==> src/rtl/xpeak_pkg.sv <==
// Shared types and constants for the frame peak detector.
// Default widths mirror the coarse magnitude estimator output path.
package xpeak_pkg;

  localparam int XPK_BWID = 16;
  localparam int XPK_NWID = 10;

  // iv_len value that stands for the maximum frame length 2^NWID
  localparam int LEN_ZERO_CODE = 0;

  typedef enum logic {
    ST_IDLE   = 1'b0,
    ST_SEARCH = 1'b1
  } xpk_state_e;

endpackage

==> src/rtl/xpeak_detect.sv <==
// Frame-based peak search on the magnitude stream: per frame, reports the largest
// magnitude, the index of its first occurrence, and whether it met the threshold.
//
//   state     | meaning
//   ----------+------------------------------------------------------------
//   ST_IDLE   | waiting for a start-of-frame sample; other samples ignored
//   ST_SEARCH | frame in progress; tracking running peak and sample count
module xpeak_detect
  import xpeak_pkg::*;
#(
  parameter int BWID = XPK_BWID,
  parameter int NWID = XPK_NWID
) (
  input  logic            clk,
  input  logic            rst,
  input  logic [BWID-1:0] iv_abs,
  input  logic            i_nd,
  input  logic            i_sof,
  input  logic [NWID-1:0] iv_len,
  input  logic [BWID-1:0] iv_thresh,
  output logic [BWID-1:0] ov_peak,
  output logic [NWID-1:0] ov_index,
  output logic            o_found,
  output logic            o_dv,
  output logic            o_abort
);

  xpk_state_e      r_state;
  logic [BWID-1:0] r_peak;
  logic [NWID-1:0] r_pidx;
  logic [NWID:0]   r_cnt;
  logic [NWID:0]   r_len;
  logic [BWID-1:0] r_thresh;

  logic [NWID:0]   w_sof_len;
  logic            w_sof_single;
  logic            w_gt;
  logic [BWID-1:0] w_sel_peak;
  logic [NWID-1:0] w_sel_idx;
  logic [NWID:0]   w_cnt_nxt;
  logic            w_last;

  // One extra bit on length/count so that the zero code terminates at 2^NWID.
  assign w_sof_len    = (iv_len == NWID'(LEN_ZERO_CODE)) ? {1'b1, {NWID{1'b0}}}
                                                         : {1'b0, iv_len};
  assign w_sof_single = (w_sof_len == (NWID+1)'(1));

  assign w_gt       = (iv_abs > r_peak);
  assign w_sel_peak = w_gt ? iv_abs : r_peak;
  assign w_sel_idx  = w_gt ? r_cnt[NWID-1:0] : r_pidx;
  assign w_cnt_nxt  = r_cnt + (NWID+1)'(1);
  assign w_last     = (w_cnt_nxt == r_len);

  always_ff @(posedge clk) begin
    if (rst) begin
      r_state  <= ST_IDLE;
      r_peak   <= '0;
      r_pidx   <= '0;
      r_cnt    <= '0;
      r_len    <= '0;
      r_thresh <= '0;
      ov_peak  <= '0;
      ov_index <= '0;
      o_found  <= 1'b0;
      o_dv     <= 1'b0;
      o_abort  <= 1'b0;
    end else begin
      o_dv    <= 1'b0;
      o_abort <= 1'b0;
      if (i_nd && i_sof) begin
        r_len    <= w_sof_len;
        r_thresh <= iv_thresh;
        r_peak   <= iv_abs;
        r_pidx   <= '0;
        r_cnt    <= (NWID+1)'(1);
        // A length-1 frame completes on its SOF sample; if that SOF also cut a
        // frame short, the completion pulse wins so o_dv/o_abort stay exclusive.
        if (w_sof_single) begin
          ov_peak  <= iv_abs;
          ov_index <= '0;
          o_found  <= (iv_abs >= iv_thresh);
          o_dv     <= 1'b1;
          r_state  <= ST_IDLE;
        end else begin
          o_abort  <= (r_state == ST_SEARCH);
          r_state  <= ST_SEARCH;
        end
      end else if (i_nd && (r_state == ST_SEARCH)) begin
        r_peak <= w_sel_peak;
        r_pidx <= w_sel_idx;
        r_cnt  <= w_cnt_nxt;
        if (w_last) begin
          ov_peak  <= w_sel_peak;
          ov_index <= w_sel_idx;
          o_found  <= (w_sel_peak >= r_thresh);
          o_dv     <= 1'b1;
          r_state  <= ST_IDLE;
        end
      end
    end
  end

endmodule
==> config.mk <==
export PLATFORM = sky130hd
export DESIGN_NAME = xpeak_detect
export DESIGN_NICKNAME = d
export VERILOG_FILES = /design/src/rtl/xpeak_pkg.sv /design/src/rtl/xpeak_detect.sv
export SDC_FILE = /design/constraint.sdc
export NUM_CORES = 1
export LEC_CHECK = 0
export ABC_CLOCK_PERIOD_IN_PS = 8100
export CAP_MARGIN = 20
export CORE_UTILIZATION = 23
export CTS_CLUSTER_DIAMETER = 50
export DETAILED_ROUTE_END_ITERATION = 7
export GPL_TIMING_DRIVEN = 0
export HOLD_SLACK_MARGIN = 0.05
export MAX_ROUTING_LAYER = met4
export SLEW_MARGIN = 20
export SYNTH_ARGS = -nofsm -noshare
export SYNTH_HDL_FRONTEND = slang
export SYNTH_SLANG_ARGS = --single-unit
==> constraint.sdc <==
create_clock -name clk -period 8.1 [get_ports clk]
set_clock_uncertainty 0.15 [all_clocks]
set_input_delay 0.81 -clock clk [delete_from_list [all_inputs] [get_ports clk]]
set_output_delay 0.81 -clock clk [all_outputs]
set_load 0.005 [all_outputs]
==> metrics.txt <==
run status finished clean; Clk network pwr share 37.4%; post-synthesis xor/xnor area fraction 2.92%; CP arrival 5.25 ns; compound-gate portion of the synthesized area 28.2%; sequential cell area fraction in the yosys report 31.4%; Core ar. 0.0254 mm2; synthesis-to-finish area growth 24.0%; critical path's slowest cell o31ai_1; initial DRC count 379; GRT overflow 0; multiplexer share of the synthesized area 2.34%; worst skew pair latency 0.35 ns; cell depth of the worst setup path 17; setup_tns 0 ns; r2r setup slk 3.55 ns; Die W 163 um; drt drc 0; Tightest Hold Check Type reg2reg; DR pass1 iterations 5; r2r endpoint o_found; Crit Reg-Reg Startpoint r_peak[6]; number of global-route vias before repair 5,472; kind of critical path in2reg; Max clock buf depth 2; Leak 2.81 nW; yosys warns 0; largest family of logic cells by synthesized area compound AO/OA/AOI/OAI gates; Post-CTS Setup Bufs 0; worst path cell trace clkdlybuf4s50_1 -> ha_1 -> nand4_1 -> a211oi_1 -> o31ai_1 -> a21o_1 -> buf_4 -> buf_4 -> buf_2 -> a21o_1 -> ha_1 -> a21oi_1 -> o21ai_0 -> a31oi_1 -> o21ai_0 -> o221ai_1 -> mux2i_1; Die Ht 163 um; maximum number of pins on one net before global-route repair 20; fill count 2,756; number of nets in the layout 917; Post-Syn Area per Cell 8.12 um2; simple logic cell fraction of the synthesized area 16.9%; Comb pwr share 20.6%; I/O pin count 75; Buf/Inv on CP 4; Port-buffer cells 73; GRT Util Overall 14.6%; ratio of cells with drive above 1 in the final layout 6.53%; post-synth top area cell dfxtp_1; Least-Margin Pin Slew 1.05 ns; met2 Use GR 22.1%; CTS tree built; Pint 0.000789 W; Max Slew Vio Count 0; via count 5,652; synth top area cells dfxtp_1 31%, ha_1 10%, a21oi_1 6.8%; RSZ-0062 raised after global routing false; H-tree Lvls 3; RePlAce Congestion 0.911; gr busiest metal met2; Final Hold Fails 0; VDD IR max 111 uV; Pwr Total 0.00115 W; Setup-failing EPs final 0; initial antenna violation count 0; crit path capture o_found; flops & latches, synth 94; synthesized area 0.00599 mm2; Clock Tree Root clkbuf_16; Tcrit/Tclk final 63.8%; area share of fa/ha/maj cells after synthesis 10.2%; ANT nets after route 0; commonest non-fill, non-tap cells in the layout 94 x dfxtp_1, 85 x nand2_1, 82 x a21oi_1; GR Layer Usage met1 19.2%; worst reg-to-reg path cell count 17; crit-path max FO 10; Max transition margin 29.6%; # diodes 0; Critical path origin iv_abs[7]; fmax 193 MHz; Starting Density 23.6%; post-DR wirelength/cell 15.9 um; power per cell area 155 mW/mm2; commonest non-fill, non-tap cell in the layout dfxtp_1; first-pass GRT wire length 29,700 um; Critical Path Start Type primary input; worst stage delay on the critical path 0.87 ns; synth unique cells 57; num rows 58; Worst Path Required 8.18 ns; Post-synth EDFFs 0; WL final 18,400 um; post-synth top area share 31.4%; drt via density 4.89; Critical Path Sink Type flop; post-synthesis async set-or-reset flop share 0%; switching power 0.000364 W; fin crit period 5.17 ns; crit-path leading delay family compound AO/OA/AOI/OAI gates; Synth Instances 738; CTS Buf Count 9; GR Util met3 2.89%; Clock transition at path regs 0.08 ns; CTS Hold Bufs 0; die area 0.0267 mm2; max_cap viols 0; Syn Nets 833; Sw Ratio 31.5%; clock sink count 94; Synth Flop Type dfxtp_1; Reg power frac 42.0%; DP HPWL 14,600 um; post-CTS sizing 0
## worst reg2reg max path, delay by kind of cell, from the launching register on
kind / cells / cell delay, ns
DFF: 1 / 0.38
muxes: 1 / 0.13
AOI/OAI and AO/OA: 9 / 2.38
buffers and inverters: 4 / 0.68
adders and majority gates: 2 / 0.52
and+or+nand+nor: 1 / 0.16
## layout make-up
class	count	area [um2]	share of cell area [%]
repair buffers	73	731	9.83
multi-input cells	533	3640	48.9
well taps	330	413	5.55
clock inverters	7	71.3	0.959
clock buffers	9	225	3.03
flip-flops and latches	94	1880	25.3
inverters	53	199	2.68
plain buffers	58	278	3.74
## logic make-up after synthesis
kind of cell               Yosys count
buffers and inverters              111
AOI/OAI and AO/OA                  246
and+or+nand+nor                    204
xor gates and xnor gates            20
DFF                                 94
muxes                               14
adders and majority gates           49
## Yosys cell counts (all sizes together), types with 2 or more instances
cell type	instances
nand2b	13
nand4	11
a21oi	82
a31oi	3
nor2b	12
clkbuf	39
a21o	19
or3	6
and3	16
dfxtp	94
o21ai	40
xnor2	13
nor4	2
o2111a	2
buf	19
inv	53
nor2	28
nand3	10
and2	4
o211ai	19
a311oi	16
o2bb2ai	11
a211oi	26
ha	49
o41ai	15
mux2i	14
nand2	85
or4	4
or2b	5
xor2	7
nor3	5
o31ai	2
## flip-flops by register name (all words and copies together), names as in the netlist
register,count
o_dv,1
r_peak,16
r_len,11
r_state,1
o_found,1
r_pidx,10
ov_peak,16
r_thresh,16
o_abort,1
r_cnt,11
ov_index,10
## routing by layer
metal | routed length [um] | share of wire (%)
met5 | 0 | 0
met4 | 374 | 2.0
met3 | 1080 | 5.9
met2 | 8010 | 44
met1 | 8900 | 48
## power groups by stage
stage	clock network, W	logic (W)	registers (W)
detailed placement	0	0.000236	0.000495
CTS	0.000441	0.000237	0.000484
finish	0.000431	0.000238	0.000484
global placement	0	0.000233	0.000494
global route	0.000459	0.000265	0.000486
floorplan	0	0.000149	0.000492
## worst min path at each step
stage / slack, ns / cells past startpoint / start / endpoint
after floorplan: 0.29 / 2 / r_len[6] / r_len[6]
after global placement: 0.29 / 2 / r_thresh[15] / r_thresh[15]
after detailed placement: 0.30 / 2 / r_thresh[3] / r_thresh[3]
after CTS: 0.31 / 2 / r_thresh[3] / r_thresh[3]
after global routing: 0.33 / 2 / r_thresh[4] / r_thresh[4]
final: 0.30 / 2 / r_thresh[10] / r_thresh[10]
## through the flow
step	worst slack (ns)	hold slack [ns]	cells	instance area [um2]	utilization [%]
3_5_place_dp	2.63	0.297	1141	7140	28.1
6_report	2.93	0.304	1157	7430	29.3
4_1_cts	2.99	0.307	1157	7430	29.3
5_1_grt	2.69	0.327	1157	7430	29.3
2_1_floorplan	4.17	0.286	738	5990	-
3_3_place_gp	2.60	0.292	1141	7140	28.1
No activity file was read; power rests on OpenSTA's default activity.
